### src/rtl/usb_link_ctrl.sv
// USB full-speed link-state controller: attach sequencing, bus reset and
// suspend detection, remote-wakeup K drive.
module usb_link_ctrl #(
   parameter int unsigned ATTACH_DELAY        = 4800,
   parameter int unsigned RESET_SE0_CYCLES    = 120,
   parameter int unsigned SUSPEND_IDLE_CYCLES = 144000,
   parameter int unsigned WAKEUP_MIN_IDLE     = 240000,
   parameter int unsigned RESUME_K_CYCLES     = 48000
) (
   input  logic       clk48,
   input  logic       rst_n,
   input  logic       enable,
   input  logic       dp_rx,
   input  logic       dn_rx,
   input  logic       tx_active,
   input  logic       resume_req,
   output logic       usb_pullup,
   output logic       drive_k,
   output logic       bus_reset,
   output logic       suspended,
   output logic [2:0] link_state
);

   localparam int unsigned M1 =
      (ATTACH_DELAY > RESET_SE0_CYCLES) ? ATTACH_DELAY : RESET_SE0_CYCLES;
   localparam int unsigned M2 =
      (M1 > SUSPEND_IDLE_CYCLES) ? M1 : SUSPEND_IDLE_CYCLES;
   localparam int unsigned M3 =
      (M2 > WAKEUP_MIN_IDLE) ? M2 : WAKEUP_MIN_IDLE;
   localparam int unsigned MX =
      (M3 > RESUME_K_CYCLES) ? M3 : RESUME_K_CYCLES;
   localparam int unsigned CW = $clog2(MX) + 1;

   localparam logic [CW-1:0] R_MAX = CW'(RESET_SE0_CYCLES);
   localparam logic [CW-1:0] S_MAX = CW'(SUSPEND_IDLE_CYCLES);
   localparam logic [CW-1:0] W_MAX = CW'(WAKEUP_MIN_IDLE);
   localparam logic [CW-1:0] A_END = CW'(ATTACH_DELAY - 1);
   localparam logic [CW-1:0] K_END = CW'(RESUME_K_CYCLES - 1);

   typedef enum logic [2:0] {
      DETACHED     = 3'd0,
      ATTACH_WAIT  = 3'd1,
      ACTIVE       = 3'd2,
      SUSPENDED    = 3'd3,
      RESUME_DRIVE = 3'd4
   } state_e;

   state_e        state_q, state_d;
   logic          dp_s1_q, dp_s2_q, dn_s1_q, dn_s2_q;
   logic          nj_prev_q;
   logic [CW-1:0] se0_cnt_q, se0_cnt_d, se0_nxt;
   logic [CW-1:0] idle_cnt_q, idle_cnt_d, idle_nxt;
   logic [CW-1:0] tmr_q, tmr_d;
   logic          pend_q, pend_d;
   logic          pullup_q, pullup_d;
   logic          drive_k_q, drive_k_d;
   logic          bus_reset_q, bus_reset_d;
   logic          susp_q, susp_d;
   logic          line_j, line_se0, counting;

   assign line_j   = dp_s2_q & ~dn_s2_q;
   assign line_se0 = ~dp_s2_q & ~dn_s2_q;

   always_comb begin
      se0_nxt     = '0;
      idle_nxt    = '0;
      state_d     = state_q;
      pend_d      = pend_q;
      tmr_d       = '0;
      se0_cnt_d   = '0;
      idle_cnt_d  = '0;
      bus_reset_d = 1'b0;
      counting    = 1'b0;

      if (line_se0 && !tx_active)
         se0_nxt = (se0_cnt_q == R_MAX) ? se0_cnt_q : se0_cnt_q + 1'b1;
      if (line_j && !tx_active)
         idle_nxt = (idle_cnt_q == W_MAX) ? idle_cnt_q : idle_cnt_q + 1'b1;

      unique case (state_q)
         DETACHED:
            if (enable) state_d = ATTACH_WAIT;
         ATTACH_WAIT:
            if (tmr_q == A_END) state_d = ACTIVE;
         ACTIVE:
            if (idle_nxt >= S_MAX) state_d = SUSPENDED;
         SUSPENDED: begin
            if (resume_req) pend_d = 1'b1;
            // a host-driven wake beats our own pending resume
            if (!line_j && nj_prev_q)
               state_d = ACTIVE;
            else if (pend_q && idle_cnt_q >= W_MAX)
               state_d = RESUME_DRIVE;
         end
         RESUME_DRIVE:
            if (tmr_q == K_END) state_d = ACTIVE;
         default:
            state_d = DETACHED;
      endcase

      if (!enable) state_d = DETACHED;
      if (state_d != SUSPENDED) pend_d = 1'b0;

      if (state_d == state_q &&
          (state_q == ATTACH_WAIT || state_q == RESUME_DRIVE))
         tmr_d = tmr_q + 1'b1;

      counting = (state_d == ACTIVE) || (state_d == SUSPENDED);
      if (counting) begin
         se0_cnt_d   = se0_nxt;
         idle_cnt_d  = idle_nxt;
         bus_reset_d = (se0_nxt == R_MAX) && (se0_cnt_q != R_MAX);
      end
   end

   assign pullup_d  = (state_d == ACTIVE) || (state_d == SUSPENDED) ||
                      (state_d == RESUME_DRIVE);
   assign drive_k_d = (state_d == RESUME_DRIVE);
   assign susp_d    = (state_d == SUSPENDED);

   always_ff @(posedge clk48 or negedge rst_n) begin
      if (!rst_n) begin
         dp_s1_q     <= 1'b1;
         dp_s2_q     <= 1'b1;
         dn_s1_q     <= 1'b0;
         dn_s2_q     <= 1'b0;
         nj_prev_q   <= 1'b0;
         state_q     <= DETACHED;
         se0_cnt_q   <= '0;
         idle_cnt_q  <= '0;
         tmr_q       <= '0;
         pend_q      <= 1'b0;
         pullup_q    <= 1'b0;
         drive_k_q   <= 1'b0;
         bus_reset_q <= 1'b0;
         susp_q      <= 1'b0;
      end else begin
         dp_s1_q     <= dp_rx;
         dp_s2_q     <= dp_s1_q;
         dn_s1_q     <= dn_rx;
         dn_s2_q     <= dn_s1_q;
         nj_prev_q   <= ~line_j;
         state_q     <= state_d;
         se0_cnt_q   <= se0_cnt_d;
         idle_cnt_q  <= idle_cnt_d;
         tmr_q       <= tmr_d;
         pend_q      <= pend_d;
         pullup_q    <= pullup_d;
         drive_k_q   <= drive_k_d;
         bus_reset_q <= bus_reset_d;
         susp_q      <= susp_d;
      end
   end

   assign usb_pullup = pullup_q;
   assign drive_k    = drive_k_q;
   assign bus_reset  = bus_reset_q;
   assign suspended  = susp_q;
   assign link_state = state_q;

endmodule

### config.mk
export PLATFORM = sky130hd
export DESIGN_NAME = usb_link_ctrl
export DESIGN_NICKNAME = d
export VERILOG_FILES = /design/src/rtl/usb_link_ctrl.sv
export SDC_FILE = /design/constraint.sdc
export NUM_CORES = 1
export LEC_CHECK = 0
export CAP_MARGIN = 10
export CELL_PAD_IN_SITES_DETAIL_PLACEMENT = 1
export CELL_PAD_IN_SITES_GLOBAL_PLACEMENT = 1
export CORE_MARGIN = 1
export CORE_UTILIZATION = 30
export CTS_CLUSTER_DIAMETER = 200
export CTS_CLUSTER_SIZE = 30
export DETAILED_ROUTE_END_ITERATION = 10
export HOLD_SLACK_MARGIN = 0.1
export PLACE_DENSITY_LB_ADDON = 0.08
export SLEW_MARGIN = 25
export SYNTH_ARGS = -nofsm -noshare
export SYNTH_HDL_FRONTEND = slang
export SYNTH_SLANG_ARGS = --single-unit
export TNS_END_PERCENT = 100
### constraint.sdc
create_clock -name clk48 -period 3.71 [get_ports clk48]
set_input_delay 0.9275 -clock clk48 [delete_from_list [all_inputs] [get_ports clk48]]
set_output_delay 0.9275 -clock clk48 [all_outputs]
set_load 0.005 [all_outputs]
; ---- Yosys cells after proc, flatten, opt, wreduce, memory -nomap -nowiden
; Index checks and enable logic that the tools add are counted.
; W data, S select, Z words.
[word_totals]
out_inout_bits = 7
register_bits = 70
input_bits = 7
[classes]
n_addsub = 3
bitwise = 5
n_mux = 18
order_cmp = 2
eq_ne = 15
n_reduce_logical = 15
[op_table]
columns = cell, count
row1 = $mux W19, 7
row2 = $add A19 B1 Y19 const B, 3
row3 = $eq A19 B7 Y1 const B, 2
row4 = $ge A19 B18 Y1 const B, 2
row5 = $eq A19 B13 Y1 const B, 1
row6 = $eq A19 B16 Y1 const B, 1
row7 = $eq A19 B18 Y1 const B, 1
row8 = $ne A19 B7 Y1 const B, 1
row9 = $mux W3, 6
row10 = $pmux W3 S5, 1
row11 = $eq A3 B2 Y1 const B, 4
row12 = $eq A3 B3 Y1 const B, 2
row13 = $logic_and A1 B1 Y1, 6
row14 = $mux W1, 4
row15 = $reduce_bool A2 Y1, 2
row16 = $eq A3 B1 Y1 const B, 1
row17 = $eq A3 B3 Y1, 1
row18 = $logic_not A3 Y1, 1
row19 = $logic_or A1 B1 Y1, 3
row20 = $ne A3 B2 Y1 const B, 1
row21 = $not A1 Y1, 3
row22 = $and A1 B1 Y1, 2
row23 = $logic_not A1 Y1, 2
row24 = $reduce_and A2 Y1, 1

; ---- Depth between registers and ports, before layout
[depth]
depth_word = 11
ltp_mapped = 10
ltp_nobuf = 8

; ---- Worst setup path before layout
; OpenSTA, ideal clock, no wires.
[synth_timing]
path_type = reg-to-reg
start = register tmr_q[8]
end = register bus_reset_q, in the netlist bus_reset
period_less_slack_ns = 3.414
arrival_ns = 3.318
path_stages_with_launch = 9
setup_slack_ns = 0.296
setup_ns = 0.096
t_required_ns = 3.614
path_cell_list = dfrtp_1 > or4b_1 > or4_1 > o21a_1 > or4b_1 > buf_2 > or3_4 > or4_4 > nor4_2
[synth_via]
elab_chain_len = 7
word_cells_on_any_way = 10
classes_between = eq/ne: 4 / mux: 5 / reduce/logical: 1
[synth_lines]
columns = item, line
row1 = start: declaration, 53  ; logic [CW-1:0] tmr_q, tmr_d;
row2 = start signal: assignment, 146  ; tmr_q <= tmr_d;
row3 = $eq A19 B16 Y1 / $eq A19 B13 Y1 (equally long branches), "96, 84"
row4 = $mux W3 (on tied branches), "96, 84"
row5 = $pmux W3 S5 (*), 80  ; unique case (state_q)
row6 = $mux W3 (*), 101  ; if (!enable) state_d = DETACHED;
row7 = $eq A3 B2 Y1, 108  ; counting = (state_d == ACTIVE) || (state_d == SUSPENDED);
row8 = $logic_or A1 B1 Y1 (*), 108
row9 = $mux W1 (*), 109  ; if (counting) begin
row10 = via bus_reset_d, 57  ; logic bus_reset_q, bus_reset_d;
row11 = end signal: assignment, 150  ; bus_reset_q <= bus_reset_d;
row12 = end: declaration, 57
; Mark *: on every way through the listed nets, which the timed path passes. The rest lies on a longest branch.
; A chain may end at the register's enable or synchronous reset.

; ---- Worst setup path after layout
; Same ends and word-level chain as after synthesis.

==> results.py <==
metrics = {
    "setup_path": {
        "crit_fanout": 5,
        "crit_top_cell": "or4b_1",
        "start_kind": "register",
        "r2r_slack_ns": 0.20,
        "cpPeakStageDelay_ns": 0.56,
        "cp.arrival_ns": 3.75,
        "crit_required_ns": 3.95,
        "cp_cell_sequence": "or4b_1, or4_1, o21a_1, or4b_1, or3_4, or4_4, nor4_2",
        "end_kind": "register",
        "setup.worst_path.class": "reg2reg",
        "cp_slowest_cell": "or4b_1",
    },
    "floorplan": {
        "start_util_pct": 30.7,
        "ioPinCount": 14,
        "die-area_sq_um": 13300,
        "core-area_sq_um": 12600,
        "num_rows": 41,
        "fp.dieH_microns": 115,
        "die_x_microns": 115,
    },
    "flow_run": {
        "maxCapViolCount": 0,
    },
    "cts": {
        "cts_hold_buf": 0,
        "cts.path.max_buffers": 2,
        "clk_latency_ns": 0.34,
        "numCtsBuffers": 9,
        "path_clk_slew_ns": 0.05,
        "cts_root_buf": "clkbuf_16",
        "cts_tree": "done",
        "post_cts_buffers": 0,
        "cts_resized": 0,
        "htreeDepth": 3,
        "cts_sinks": 70,
    },
    "hold_path": {
        "hold_class": "reg2reg",
    },
    "routing": {
        "drcViolationCount": 0,
        "ant_nets": 0,
        "first_pass_iters": 4,
        "drt-total-wl_microns": 9910,
        "routed_via_density": 4.96,
        "drt_iter0_markers": 99,
        "num_vias": 3040,
        "routedWlPerCell_microns": 16.2,
    },
    "final_layout": {
        "regArea_sq_um": 1750,
        "n_fill_cell": 1477,
        "multi_input_area_sq_um": 1970,
        "drive_above_1_share_pct": 5.67,
        "area.growth.synth_to_final_pct": 15.7,
        "finalNetCount": 448,
        "diodes": 0,
    },
    "timing": {
        "hold-worst-slack_ns": 0.355,
        "rsz0062_at_grt": "false",
        "tightestPinTransition_ns": 0.781,
        "layout_min_cycle_time_ns": 3.51,
        "period_share_pct": 94.7,
        "finalMaxSlewViolations": 0,
        "clock.fmax_ghz": 0.285,
        "hold_violations": 0,
        "setup_violations": 0,
        "finalClockSkew_ns": 0.0115,
        "tns_ns": 0,
        "slew_headroom_pct": 47.8,
    },
    "placed_design": {
        "place_congestion": 0.797,
        "port_buffers": 13,
        "dp_hpwl_microns": 7000,
    },
    "outcome": {
        "status": "finished clean",
    },
    "logic_synthesis": {
        "ys_top_cells_by_area": "dfrtp_1 (44%), nor2_1 (7.8%), xnor2_1 (6.8%)",
        "syn_avg_cell_area_sq_um": 8.96,
        "yosys_warnings": 0,
        "synthArstFlopShare_pct": 100,
        "ys_seq_area_share_pct": 45.4,
        "synthCells": 431,
        "synth_area_sq_um": 3860,
        "ys_seq_elements": 70,
        "synth.most_common_cell": "nor2_1",
        "synth_largest_area_cell": "dfrtp_1",
        "synth-edff-count": 0,
        "netlist-cell-type-count": 49,
        "synth.top_cell.area_share_pct": 44.1,
        "synth_common_cells": "nor2_1 (80), dfrtp_1 (68), nand2_1 (38)",
        "syn_nets": 443,
        "synthFlopType": "dfrtp_1",
    },
    "grt": {
        "grt_pass1_vias": 3244,
        "grt_use_total_pct": 17.1,
        "grt_start_max_net_pins": 71,
        "grt_pass1_wl_microns": 17200,
        "antenna_found_initial": 0,
        "grt_overflow_total": 0,
    },
    "power_and_ir_drop": {
        "powerDensity_nw_per_um2": 378,
        "vdd.ir_drop.worst_mv": 0.189,
        "p_leak_nw": 1.71,
    },
}
critical path: cells and delay by family, from the launching register on:
| family | cells | cell delay (ns) |
|---|---|---|
| flip-flops | 1 | 0.43 |
| AO/OA/AOI/OAI | 1 | 0.22 |
| AND/OR/NAND/NOR | 6 | 2.76 |
cells in the final DEF, fill, tap and decap left out, types with 3 or more instances in the layout:
| cell | Yosys | layout |
|---|---|---|
| dfrtp_1 | 68 | 68 |
| or3_1 | 5 | 5 |
| a21oi_1 | 11 | 11 |
| nor3_1 | 11 | 11 |
| nand2_1 | 38 | 38 |
| clkbuf_16 | 0 | 9 |
| nor4_1 | 10 | 10 |
| a211oi_1 | 4 | 4 |
| nand3b_1 | 3 | 3 |
| nand4_1 | 17 | 17 |
| nand3_1 | 17 | 17 |
| nand2b_1 | 4 | 4 |
| and3_1 | 8 | 8 |
| xor2_1 | 27 | 27 |
| clkbuf_1 | 22 | 4 |
| ha_1 | 5 | 5 |
| mux2i_1 | 3 | 3 |
| clkdlybuf4s50_1 | 0 | 12 |
| o21ai_0 | 6 | 6 |
| nor4b_1 | 6 | 6 |
| or4_1 | 4 | 4 |
| o21a_1 | 3 | 3 |
| nor2_1 | 80 | 80 |
| buf_4 | 0 | 5 |
| xnor2_1 | 30 | 30 |
| nor3b_1 | 3 | 3 |
| inv_1 | 13 | 13 |
cell type report:
cell class                 instances  share of cell area, %
clock buffer                      15                   5.99
clock inverter                     1                  0.672
inverter                          13                   1.09
multi-input combinational        324                   44.0
sequential                        70                   39.2
tap                              172                   4.82
timing repair buffer              18                   4.14
per-layer routing:
layer  vias up  wire length, microns  global-route usage [%]
met1      1508                  4820                    22.8
met4         0                   264                    8.92
met3        17                   156                    3.19
met2        21                  4670                    26.6
met5         -                     0                       0
li1       1494                     -                       -
sequential cells by signal (all words and copies together) (netlist names):
name and count:
tmr_q 19, dn_s2_q 1, dn_s1_q 1, bus_reset 1, link_state 3, idle_cnt_q 19, dp_s2_q 1, se0_cnt_q 19
nj_prev_q 1, suspended 1, dp_s1_q 1, drive_k 1, usb_pullup 1, pend_q 1
power breakdown:
part           switching (W)  leakage [nW]  internal [W]
Clock               0.000319         0.144      0.000558
Combinational      0.0000255         0.601     0.0000127
Sequential        0.00000328         0.960      0.000769
metrics by stage:
stage | cell area (sq um) | utilization (%) | std cells | total power, W | setup slack [ns]
2_1_floorplan | 3860 | - | 431 | 0.000794 | 0.296
3_3_place_gp | 4140 | 33.0 | 596 | 0.000822 | 0.256
3_5_place_dp | 4140 | 33.0 | 596 | 0.000823 | 0.200
4_1_cts | 4440 | 35.3 | 612 | 0.00171 | 0.185
5_1_grt | 4470 | 35.6 | 613 | 0.00176 | 0.0822
6_report | 4470 | 35.6 | 613 | 0.00169 | 0.196
cell families after synthesis:
family	count (synthesis)	share of synthesized area, %
AND/OR/NAND/NOR	223	29.5
multiplexers	3	0.777
buffers and inverters	37	3.63
flip-flops	70	45.4
adder cells (fa/ha/maj)	5	1.62
XOR/XNOR	57	12.9
AO/OA/AOI/OAI	36	6.12
worst paths after layout:
| path | depth (start not counted) | startpoint | end |
|---|---|---|---|
| max | 7 | tmr_q[8] | bus_reset |
| min | 0 | dp_s1_q | dp_s2_q |
| max reg2reg | 7 | tmr_q[8] | bus_reset |
| min reg2reg | 0 | dp_s1_q | dp_s2_q |
| max in group asynchronous | 2 | rst_n | dp_s1_q |
| min in group asynchronous | 1 | rst_n | idle_cnt_q[3] |
No activity file was read; power rests on OpenSTA's default activity.
